===== src/rtl/noc_credit_sched.sv =====
// noc_credit_sched: credit-based issue stage between the NoC root
// arbiter and the adder-side demux tree.
module noc_credit_sched #(
  parameter int bit_width  = 16,
  parameter int log_n_add  = 6,
  parameter int ctrl_bit   = 1,
  parameter int max_credit = 2
) (
  input  logic                                  clk,
  input  logic                                  rst,
  input  logic [bit_width+log_n_add+ctrl_bit-1:0] in_pkt,
  input  logic [2**log_n_add-1:0]               credit_ret,
  input  logic                                  flush,
  output logic                                  stall,
  output logic [bit_width-1:0]                  out_data,
  output logic [2**log_n_add-1:0]               out_val,
  output logic                                  flush_done,
  output logic                                  idle,
  output logic                                  cred_err
);

  localparam int n_add = 2**log_n_add;
  localparam int pkt_w = bit_width + log_n_add + ctrl_bit;
  localparam logic [1:0] cmax = 2'(max_credit);

  typedef enum logic [1:0] {
    INIT,
    RUN,
    HOLD,
    DRAIN
  } state_t;

  state_t state;
  state_t state_nx;

  logic                 pkt_vld;
  logic [log_n_add-1:0] pkt_addr;
  logic [bit_width-1:0] pkt_data;

  logic [1:0]           credit    [n_add];
  logic [1:0]           credit_nx [n_add];
  logic [n_add-1:0]     err_vec;
  logic [n_add-1:0]     iss_vec;

  logic                 hold_vld;
  logic [log_n_add-1:0] hold_addr;
  logic [bit_width-1:0] hold_data;
  logic                 flush_lat;

  logic [log_n_add-1:0] sel_addr;
  logic [bit_width-1:0] sel_data;
  logic                 can_iss;
  logic                 run_acc;
  logic                 issue;
  logic                 capture;
  logic                 all_full;
  logic                 all_full_nx;
  logic                 lat_nx;
  logic                 done_nx;

  assign pkt_vld  = in_pkt[pkt_w-1];
  assign pkt_addr = in_pkt[bit_width +: log_n_add];
  assign pkt_data = in_pkt[bit_width-1:0];

  // Stall and idle decode registered state only.
  assign stall = (state != RUN);
  assign idle  = (state == RUN) && !hold_vld && all_full;

  // Issue decision for the packet at the head: held word or live input.
  always_comb begin
    sel_addr = (state == HOLD) ? hold_addr : pkt_addr;
    sel_data = (state == HOLD) ? hold_data : pkt_data;
    can_iss  = (credit[sel_addr] != 2'd0) || credit_ret[sel_addr];
    run_acc  = (state == RUN) && pkt_vld;
    issue    = (run_acc || (state == HOLD)) && can_iss;
    capture  = run_acc && !can_iss;
    iss_vec  = '0;
    iss_vec[sel_addr] = issue;
  end

  // Per-adder credit arithmetic; a return into a full counter saturates.
  always_comb begin
    all_full    = 1'b1;
    all_full_nx = 1'b1;
    for (int k = 0; k < n_add; k++) begin
      credit_nx[k] = credit[k];
      err_vec[k]   = 1'b0;
      unique case (1'b1)
        credit_ret[k] & ~iss_vec[k]: begin
          if (credit[k] == cmax) begin
            err_vec[k] = 1'b1;
          end else begin
            credit_nx[k] = credit[k] + 2'd1;
          end
        end
        iss_vec[k] & ~credit_ret[k]: begin
          credit_nx[k] = credit[k] - 2'd1;
        end
        default: begin
          credit_nx[k] = credit[k];
        end
      endcase
      all_full    = all_full & (credit[k] == cmax);
      all_full_nx = all_full_nx & (credit_nx[k] == cmax);
    end
  end

  // State register.
  always_ff @(posedge clk) begin
    if (!rst) begin
      state <= INIT;
    end else begin
      state <= state_nx;
    end
  end

  // Next-state logic; an accepted packet is serviced before a flush.
  always_comb begin
    state_nx = state;
    unique case (state)
      INIT: state_nx = RUN;
      RUN: begin
        if (capture) begin
          state_nx = HOLD;
        end else if (flush) begin
          state_nx = DRAIN;
        end
      end
      HOLD: begin
        if (can_iss) begin
          state_nx = (flush_lat || flush) ? DRAIN : RUN;
        end
      end
      DRAIN: begin
        if ((!flush_lat || all_full_nx) && !flush) begin
          state_nx = RUN;
        end
      end
      default: state_nx = INIT;
    endcase
  end

  // Output/control decode: flush latch and single drain-done pulse.
  always_comb begin
    done_nx = (state == DRAIN) && flush_lat && all_full_nx;
    lat_nx  = flush_lat;
    if (((state == RUN) || (state == HOLD)) && flush) begin
      lat_nx = 1'b1;
    end
    if (done_nx) begin
      lat_nx = 1'b0;
    end
  end

  // Datapath registers: credits, hold slot, issue strobe, status flags.
  always_ff @(posedge clk) begin
    if (!rst) begin
      for (int k = 0; k < n_add; k++) begin
        credit[k] <= cmax;
      end
      hold_vld   <= 1'b0;
      hold_addr  <= '0;
      hold_data  <= '0;
      flush_lat  <= 1'b0;
      out_val    <= '0;
      out_data   <= '0;
      flush_done <= 1'b0;
      cred_err   <= 1'b0;
    end else begin
      for (int k = 0; k < n_add; k++) begin
        credit[k] <= credit_nx[k];
      end
      out_val    <= iss_vec;
      flush_lat  <= lat_nx;
      flush_done <= done_nx;
      cred_err   <= cred_err | (|err_vec);
      if (issue) begin
        out_data <= sel_data;
      end
      if (capture) begin
        hold_vld  <= 1'b1;
        hold_addr <= pkt_addr;
        hold_data <= pkt_data;
      end else if (issue && (state == HOLD)) begin
        hold_vld <= 1'b0;
      end
    end
  end

endmodule

===== config.mk =====
export PLATFORM = sky130hd
export DESIGN_NAME = noc_credit_sched
export DESIGN_NICKNAME = d
export VERILOG_FILES = /design/src/rtl/noc_credit_sched.sv
export SDC_FILE = /design/constraint.sdc
export NUM_CORES = 1
export LEC_CHECK = 0
export BUFFER_PORTS_ARGS = -buffer_cell sky130_fd_sc_hd__buf_4
export CORE_MARGIN = 5
export CORE_UTILIZATION = 59
export DETAILED_ROUTE_END_ITERATION = 7
export PLACE_DENSITY_LB_ADDON = 0.08
export SETUP_SLACK_MARGIN = 0.05
export SLEW_MARGIN = 20
export SYNTH_ARGS = -nofsm -noshare
export SYNTH_HDL_FRONTEND = slang
export SYNTH_SLANG_ARGS = --single-unit

===== constraint.sdc =====
create_clock -name clk -period 14.4 [get_ports clk]
set_clock_uncertainty 0.15 [all_clocks]
set_input_delay 1.44 -clock clk [delete_from_list [all_inputs] [get_ports clk]]
set_output_delay 1.44 -clock clk [all_outputs]
set_load 0.01 [all_outputs]

; ---- Word-level counts from Yosys, hierarchy flattened
; Memory sizes are Yosys's and may differ from the RTL's.
; Cells that the tools add are included.
[word_totals]
inputBits = 90
mem_bits_rw = 128
ff_bits = 108
memories = 1
elab_cells = 1086
[mem_list]
columns = memory, depth, width, rd, rd_clocked_by_memory_dff, write_ports, line
row1 = credit, 64, 2, 65, 0, 64, 40  ; logic [1:0] credit [n_add];
[op_classes]
reduce_logical = 26
n_lt_le_gt_ge = 2
eq_ne = 135
mux = 336
bitwise = 449
n_addsub = 128
[ops]
columns = cell, count
row1 = two-way mux 2 bit, 133
row2 = "equality test 2 bit, second input constant", 130
row3 = one-hot mux 2 bit (2 select lines), 64
row4 = bitwise AND 1 bit, 254
row5 = two-way mux 1 bit, 134
row6 = inverter 1 bit, 129
row7 = "adder 2 x 1 -> 2 bit, second input constant", 64
row8 = "subtractor 2 x 1 -> 2 bit, second input constant", 64
row9 = OR 1 bit, 65
row10 = bitwise AND 64 bit, 1
row11 = OR reduction 64 bit, 1
row12 = two-way mux 16 bit, 1
row13 = logical AND 1 bit, 11
row14 = one-hot mux 2 bit (4 select lines), 1
row15 = "< comparator 6 x 7 -> 1 bit, second input constant", 1
row16 = binary-select mux 1 bit (select 6 bit), 1
row17 = demux 1 bit (select 6 bit), 1
row18 = "greater-or-equal comparator 6 x 1 -> 1 bit, second input constant", 1
row19 = two-way mux 6 bit, 1
row20 = logical OR 1 bit, 5
row21 = logical NOT 1 bit, 4
row22 = "!= test 2 bit, second input constant", 2
row23 = nonzero test 2 bit, 2
row24 = "!= test 3 bit, second input constant", 1
row25 = other kinds (5), 5

; ---- Depth between registers and ports, before layout
; Gate-level depths: netlist of the first run.
[logic_depth]
ltp_word = 78
ltp_mapped = 27
mapped_depth_nobuf = 21

; ---- Worst setup path before layout of the first run
; Ideal clock, no wire load.
[synth_timing]
path_type = input-to-reg
startpoint = in in_pkt[16]
endpoint = reg state[0]
n_path_buf = 4
slack_ns = 8.372
arrival_ns = 5.792
path_stages = 21
setup_time_ns = 0.086
cell_sequence = buf_6 -> and4bb_1 -> or2_1 -> clkbuf_1 -> a221o_1 -> o31a_1 -> nor4_4 -> a21oi_4 -> buf_6 -> nand2_4 -> buf_4 -> nor2_1 -> ha_1 -> nor2_1 -> a21oi_1 -> or4_1 -> nor4_1 -> a31oi_1 -> a21oi_1 -> nand3b_1 -> a221oi_2
[synth_via]
elab_cells_between_ends = 406
classes_between = order compare (2) / eq/ne (67) / mux (71) / bitwise (256) / reduce/logical (9) / memory (1)
[synth_lines]
columns = item, line
row1 = "start, declared", 11  ; input logic [bit_width+log_n_add+ctrl_bit-1:0] in_pkt,
row2 = two-way mux 6 bit *, 71  ; sel_addr = (state == HOLD) ? hold_addr : pkt_addr;
row3 = "< comparator 6 x 7 -> 1 bit (not written as such), or another cell as far along", 78  ; iss_vec[sel_addr] = issue;
row4 = "logical AND 1 bit (not written as such), or another cell as far along", 78
row5 = two-way mux 1 bit (not written as such) or logical OR 1 bit (tied branches), "78, 73"
row6 = demux 1 bit (select 6 bit) or logical AND 1 bit (tied branches), "78, 75"
row7 = bitwise AND 64 bit (no source line) *, --
row8 = via iss_vec[23], 43  ; logic [n_add-1:0] iss_vec;
row9 = inverter 1 bit, 89  ; credit_ret[k] & ~iss_vec[k]: begin
row10 = bitwise AND 1 bit, 89
row11 = one-hot mux 2 bit (2 select lines) *, 88  ; unique case (1'b1)
row12 = equality test 2 bit *, 104  ; all_full_nx = all_full_nx & (credit_nx[k] == cmax);
row13 = bitwise AND 1 bit * (41 in a row), 104
row14 = logical OR 1 bit *, 135  ; if ((!flush_lat || all_full_nx) && !flush) begin
row15 = logical AND 1 bit *, 135
row16 = != test 2 bit (no source line) *, --
row17 = AND reduction 3 bit (no source line) *, --
row18 = "end signal, assigned", 113  ; state <= state_nx;
row19 = "end, declared", 33  ; state_t state;
; The timed path passes the listed nets; every way through them passes the cells marked *. The select of a mux whose other input is x is not followed.
; A chain may end at the register's enable or synchronous reset.

; ---- Final worst setup path of the first run
[layout_timing]
startpoint = reg state[0]
endpoint = reg state[0]
[layout_via]
elab_cells_between_ends = 412
classes_between = order compare (2) / eq/ne (70) / mux (71) / bitwise (256) / reduce/logical (12) / memory (1)
[layout_lines]
columns = item, line
row1 = equality test 2 bit, "71, 75"
row2 = two-way mux 6 bit, 71
row3 = "< comparator 6 x 7 -> 1 bit (not written as such), or another cell as far along", 78
row4 = "logical AND 1 bit (not written as such), or another cell as far along", 78
row5 = two-way mux 1 bit (not written as such) or logical OR 1 bit (tied branches), "78, 73"
row6 = demux 1 bit (select 6 bit) or logical AND 1 bit (tied branches), "78, 75"
row7 = bitwise AND 64 bit (no source line) *, --
row8 = via iss_vec[35], 43
row9 = inverter 1 bit, 89
row10 = bitwise AND 1 bit, 89
row11 = one-hot mux 2 bit (2 select lines) *, 88
row12 = equality test 2 bit *, 104
row13 = bitwise AND 1 bit * (29 in a row), 104
row14 = logical OR 1 bit *, 135
row15 = logical AND 1 bit *, 135
row16 = != test 2 bit (no source line) *, --
row17 = AND reduction 3 bit (no source line) *, --
; Marked as above.

==> reports/qor.yml, run 1 <==
floorplan:
  die_h_um: 180
  initial_utilization: 0.597
  dieArea_sq_um: 32400
  core_area_sq_um: 28600
  pin_count: 174
  placementRows: 62
  die_w_um: 180
logic_synthesis:
  yosysWarnings: 0
  synth_seq_cells: 236
  synth_top_area_share: 0.277
  synth_top_area_cell: "dfxtp_1"
  async_flop_share: 0
  syn_avg_cell_area_sq_um: 8.31
  synthSimpleGateAreaFrac: 0.243
  synthAdderAreaFrac: 0.190
  post_synth_mux_area_share: 0.105
  yosysUniqueCellTypes: 68
  mappedNetlistNets: 2404
  synth_xor_area_frac: 0
  syn-cell-area_sq_um: 17100
  synthTopCellsByArea: "dfxtp_1 (28%), ha_1 (19%), mux2i_1 (6.6%)"
  ys.flop_type: "dfxtp_1"
  syn_inst: 2055
  yosysSeqAreaShare: 0.277
  synth-edff-count: 0
  synth_top_family_by_area: "simple AND/OR/NAND/NOR gates"
  synth_compound_area_frac: 0.102
worst_setup_path:
  critPathKind: "reg2reg"
  endpoint_kind: "flop"
  crit_chain: "inv_1 -> ha_2 -> buf_4 -> nor4b_1 -> nor2_2 -> buf_4 -> o22ai_1 -> o41ai_1 -> o2111a_1 -> a21oi_2 -> a21oi_4 -> buf_4 -> nand2_1 -> nor2_1 -> ha_1 -> inv_1 -> mux2i_1 -> nor4_1 -> nand4_1 -> nor4_1 -> a31oi_1 -> a21oi_1 -> nand3b_1 -> a221oi_2"
  crit_required_ps: 14710
  path_common_cell: "buf_4"
  cpMaxStageDelayCell: "nor4_1"
  cp.arrival_ps: 8700
  worstPathMaxFanout: 46
  crit_path_start_kind: "flop"
  path_delay_family: "simple AND/OR/NAND/NOR gates"
  critical_path_buf_inv_count: 5
  max_stage_delay_ps: 730
clocking:
  insertion_delay_ps: 540
  htree_levels: 1
  cts_hold_buf: 0
  clk_path_buf_depth: 3
  root_buffer: "clkbuf_16"
  cts-buffers-inserted: 27
  cts_tree: "done"
  cts.sinks: 236
  post_cts_buffers: 0
  cts_resized: 0
  clk_pin_slew_worst_paths_ps: 70
timing:
  rsz0062_at_grt: "false"
  slew_headroom: 0.336
  post-route-period-util: 0.583
  slew_viol_final: 0
  final.setup.tns_ps: 0
  max_freq_mhz: 119
  setup_ws_ps: 6010
  fin_crit_ps: 8390
  setup_viol: 0
  hold_viol_final: 0
  worstMarginPinSlew_ps: 992
finish:
  drive_above_1_share: 0.155
  fin_cells: 2608
  area_growth_pct: 14.5
  layout.nets: 2552
  fillCellCount: 2347
  final_design_area_no_fill_sq_um: 19600
route:
  drc: 0
  routed_wl_um: 62100
  detail-route-antenna-nets: 0
  vias_per_cell: 6.14
  drt_first_iter_violations: 1852
  first_pass_iters: 8
  routedWlPerCell_um: 23.8
  vias: 16000
placed_design:
  gp_congestion: 1.04
  place_hpwl_um: 47800
  io_buffers: 173
  dp_slack_ps: 6010
  placed_area_sq_um: 18600
  place_inst: 2558
grt:
  first_global_vias: 15400
  grtUsageTotal: 0.365
  grt_pass1_wl_um: 92700
  grt_max_degree: 86
  overflow: 0
  antenna_found_initial: 0
power_and_ir_drop:
  finalPower_w: 0.00214
  powerDensity_nw_per_um2: 110
  ir_worst_vdd_mv: 0.112
  p_leak_nw: 9.35
hold_path:
  hold_class: "reg2reg"
outcome:
  status: "finished clean"
flow_run:
  drv_cap: 0
[layer usage]
metal  vias up  GRT usage  wire length [um]
met2       918      0.569             26700
li1       7268          -                 -
met3       229     0.0846              6870
met4         0      0.168              3650
met5         -          0                 0
met1      7610      0.482             24900
[cell usage after synthesis, types with 4 or more instances]
master and count:
ha_1 259, nand3_1 10, and2_1 88, a31oi_1 71, dfxtp_1 236, buf_6 11
o21ai_0 11, mux2_2 57, a21oi_1 19, nand2_1 215, a22oi_1 23, nand2b_1 66
buf_2 19, nand2_4 5, or2_1 5, clkbuf_1 43, nor2b_1 64, a221o_1 6
o41ai_1 7, buf_4 5, a211oi_2 16, a221oi_1 5, nor3b_1 5, o22ai_1 52
nand4_1 37, nor3_1 5, a22o_1 4, nor2_1 193, nor4_1 60, nor2_2 5
inv_1 263, and3_1 17, o2111ai_1 5, mux2i_1 113
[state kept, by name, summed over array words and instances, names as in the netlist]
register / flops
hold_vld: 1
state: 2
credit: 128
flush_done: 1
hold_addr: 6
out_val: 64
hold_data: 16
flush_lat: 1
out_data: 16
cred_err: 1
[through the flow]
step / hold slack [ps] / utilization
CTS: 353 / 0.683
finish: 349 / 0.683
global placement: 325 / 0.651
detailed placement: 337 / 0.651
floorplan: 312 / -
global route: 387 / 0.683
[power breakdown]
part	total [W]	switching, W	internal [W]
combinational	0.000661	0.000409	0.000252
clock	0.000726	0.000296	0.000430
sequential	0.000756	0.0000491	0.000707
total	0.00214	0.000754	0.00139
[cell type report]
type,count,area [sq um],area share
Antenna cell,2,5.00,0.000256
Timing Repair Buffer,199,1490,0.0764
Tap cell,384,480,0.0246
Inverter,264,991,0.0507
Clock buffer,31,721,0.0369
Sequential cell,236,4720,0.242
Multi-Input combinational cell,1475,10900,0.559
Clock inverter,17,203,0.0104
[worst reg2reg max path: cells and delay by family (launching register included)]
family	cells	cell delay (ps)
adders and majority gates	2	680
DFF	1	340
muxes	1	130
and+or+nand+nor	8	3320
AOI/OAI and AO/OA	8	2030
buffers and inverters	5	1670
[path summary, 6_finish.rpt]
path | startpoint | end | slack [ps] | cells past startpoint
setup reg to reg | state[0] | state[0] | 6010 | 24
hold reg to reg | hold_data[5] | hold_data[5] | 350 | 2
hold / removal | hold_data[5] | hold_data[5] | 350 | 2
setup / recovery | state[0] | state[0] | 6010 | 24
[placed cells by master (no fill, tap or decap), drive strengths merged, types with 3 or more instances in the layout]
cell / Yosys / final
a211oi: 17 / 17
a21oi: 21 / 21
a221o: 6 / 6
a221oi: 6 / 6
a22o: 4 / 4
a22oi: 23 / 23
a31oi: 71 / 71
and2: 88 / 88
and3: 17 / 17
and4b: 3 / 3
and4bb: 4 / 4
buf: 37 / 199
bufinv: 0 / 4
clkbuf: 43 / 31
clkinv: 1 / 10
clkinvlp: 0 / 4
dfxtp: 236 / 236
ha: 259 / 259
inv: 263 / 263
mux2: 57 / 57
mux2i: 114 / 114
nand2: 220 / 220
nand2b: 66 / 66
nand3: 10 / 10
nand4: 38 / 38
nor2: 198 / 198
nor2b: 66 / 66
nor3: 5 / 5
nor3b: 5 / 5
nor4: 61 / 61
nor4b: 4 / 4
o2111ai: 5 / 5
o21ai: 11 / 11
o22ai: 52 / 52
o31ai: 3 / 3
o41ai: 7 / 7
or2: 7 / 7
or4: 3 / 3
[kinds of logic after synthesis]
kind of cell	after synthesis
compound gates	241
fa+ha+maj	259
buf+inv	344
flops	236
mux	171
simple gates	804
(Power assumes the default switching activity.)
==> run 2, diff against run 1 <==
- clock period: 14.4 -> 8.5 ns (I/O delays scaled with it)
==> run 2 against run 1 <==
Compared with the run above:
- the flow now finishes with violations (DRC)
- worst hold slack about the same
- largest cell class unchanged
- highest routed layer unchanged
- global-route usage rose by 0.38 points
- critical endpoint unchanged
- via count increased by 1.3%
- combinational power up 69%
==> reports/qor.yml, run 2 (synthesized netlist as in run 1, its figures left out) <==
outcome:
  status: "finished with violations"
  violations: "DRC"
clocking:
  post_cts_buffers: 0
  cts.sinks: 236
  htree_levels: 1
  insertion_delay_ps: 550
  clk_path_buf_depth: 3
  cts-buffers-inserted: 27
  cts_hold_buf: 0
  cts_resized: 0
  clk_pin_slew_worst_paths_ps: 70
  root_buffer: "clkbuf_16"
  cts_tree: "done"
placed_design:
  dp_slack_ps: 865
  gp_congestion: 1.08
  place_hpwl_um: 49100
  placed_area_sq_um: 18700
  place_inst: 2564
  io_buffers: 173
timing:
  rsz0062_at_grt: "false"
  setup_viol: 0
  setup_ws_ps: 392
  fin_crit_ps: 8110
  hold_viol_final: 0
  post-route-period-util: 0.954
  slew_headroom: 0.250
  slew_viol_final: 0
  worstMarginPinSlew_ps: 1130
  final.setup.tns_ps: 0
  max_freq_mhz: 123
worst_setup_path:
  worstPathMaxFanout: 37
  cp.arrival_ps: 8430
  crit_chain: "inv_1 -> ha_2 -> buf_4 -> nand4_1 -> and2_1 -> o22ai_1 -> o41ai_1 -> o2111a_1 -> a21oi_2 -> a21oi_4 -> nor2b_4 -> and2_1 -> ha_1 -> inv_1 -> a31oi_1 -> nor4_1 -> nand4_1 -> nor4_1 -> a31oi_1 -> a21oi_1 -> nand3b_1 -> a221oi_2"
  path_delay_family: "simple AND/OR/NAND/NOR gates"
  crit_required_ps: 8820
  max_stage_delay_ps: 890
  critical_path_buf_inv_count: 3
  endpoint_kind: "flop"
  cpMaxStageDelayCell: "and2_1"
  crit_path_start_kind: "flop"
  critPathKind: "reg2reg"
power_and_ir_drop:
  p_comb_frac: 0.312
  ir_worst_vdd_mv: 0.205
  powerDensity_nw_per_um2: 184
  clkPwrFrac: 0.331
  p_leak_nw: 9.37
  p_seq_frac: 0.357
  p_int_w: 0.00231
  p_sw_frac: 0.358
  switchingPower_w: 0.00129
route:
  routedWlPerCell_um: 24.2
  vias_per_cell: 6.22
  first_pass_iters: 8
  routed_wl_um: 63300
  drc: 3
  drt_first_iter_violations: 2099
  detail-route-antenna-nets: 0
  vias: 16200
finish:
  layout.nets: 2558
  n_antenna_cell: 0
  reg_top3: "credit x128, out_val x64"
  drive_above_1_share: 0.158
  fillCellCount: 2367
  layout_commonest_cell: "inv_1"
  area_growth_pct: 14.6
  final_design_area_no_fill_sq_um: 19600
  fin_cells: 2612
  final_cell_mix: "inv_1 (263), ha_1 (258), dfxtp_1 (236), nand2_1 (215), buf_4 (204)"
  postLayoutCoreUtil: 0.684
  top_register: "credit"
  largest_reg_flops: 128
flow_run:
  drv_cap: 0
hold_path:
  hold_class: "reg2reg"
grt:
  antenna_found_initial: 0
  first_global_vias: 15700
  overflow: 0
  grt_max_degree: 79
  grtUsageTotal: 0.369
  grt_pass1_wl_um: 93700
floorplan:
  pin_count: 174
  dieArea_sq_um: 32400
  placementRows: 62
  initial_utilization: 0.597
  die_h_um: 180
  die_w_um: 180
  core_area_sq_um: 28600
==> run 2: cell count changes in the layout (fill, tap and decap cells not counted), sizes merged, moves of 2 or more <==
| cell | change |
|---|---|
| buf | +6 |
| bufinv | -2 |
| clkinv | -2 |
| diode | -2 |
| inv | +2 |
==> run 2: power by group through the flow <==
stage | combinational (W) | sequential (W) | clock (W)
5_1_grt | 0.00118 | 0.00129 | 0.00125
4_1_cts | 0.00109 | 0.00128 | 0.00120
3_5_place_dp | 0.00108 | 0.00130 | 0
6_report | 0.00112 | 0.00128 | 0.00119
2_1_floorplan | 0.000697 | 0.00129 | 0
3_3_place_gp | 0.00106 | 0.00130 | 0
==> run 2: final cells by class <==
cell class | instances | area [sq um] | share of cell area
flip-flops and latches | 236 | 4720 | 0.241
clock inverters | 16 | 158 | 0.00805
inverters | 264 | 991 | 0.0506
well taps | 384 | 480 | 0.0245
clock buffers | 32 | 734 | 0.0375
repair buffers | 205 | 1550 | 0.0793
multi-input cells | 1475 | 10900 | 0.559
==> run 2: stage by stage <==
step                power [W]  hold WS, ps
floorplan             0.00199          312
global placement      0.00236          324
detailed placement    0.00239          337
CTS                   0.00357          351
global route          0.00373          371
finish                0.00360          348
==> run 2: final timing paths <==
check / end / slack, ps / cells past startpoint / from
max: state[0] / 390 / 22 / state[0]
min: hold_data[8] / 350 / 2 / hold_data[8]
max reg2reg: state[0] / 390 / 22 / state[0]
min reg2reg: hold_data[8] / 350 / 2 / hold_data[8]
==> run 2: worst register-to-register path, cell delays in order (launching register included) <==
cell,delay (ps)
dfxtp_1,370
inv_1,90
ha_2,410
buf_4,360
nand4_1,160
and2_1,890
o22ai_1,170
o41ai_1,810
o2111a_1,340
a21oi_2,140
a21oi_4,340
nor2b_4,530
and2_1,210
ha_1,240
inv_1,90
a31oi_1,100
nor4_1,710
nand4_1,200
nor4_1,850
a31oi_1,170
a21oi_1,230
nand3b_1,170
a221oi_2,290
==> run 2: per-layer routing <==
metal	vias to the layer above	routed length, um	part of all wire	global-route usage
met5	-	0	0	0
met4	0	3980	0.063	0.180
met3	274	7260	0.11	0.0961
met2	1014	27100	0.43	0.574
met1	7682	24900	0.39	0.477
li1	7266	-	-	-
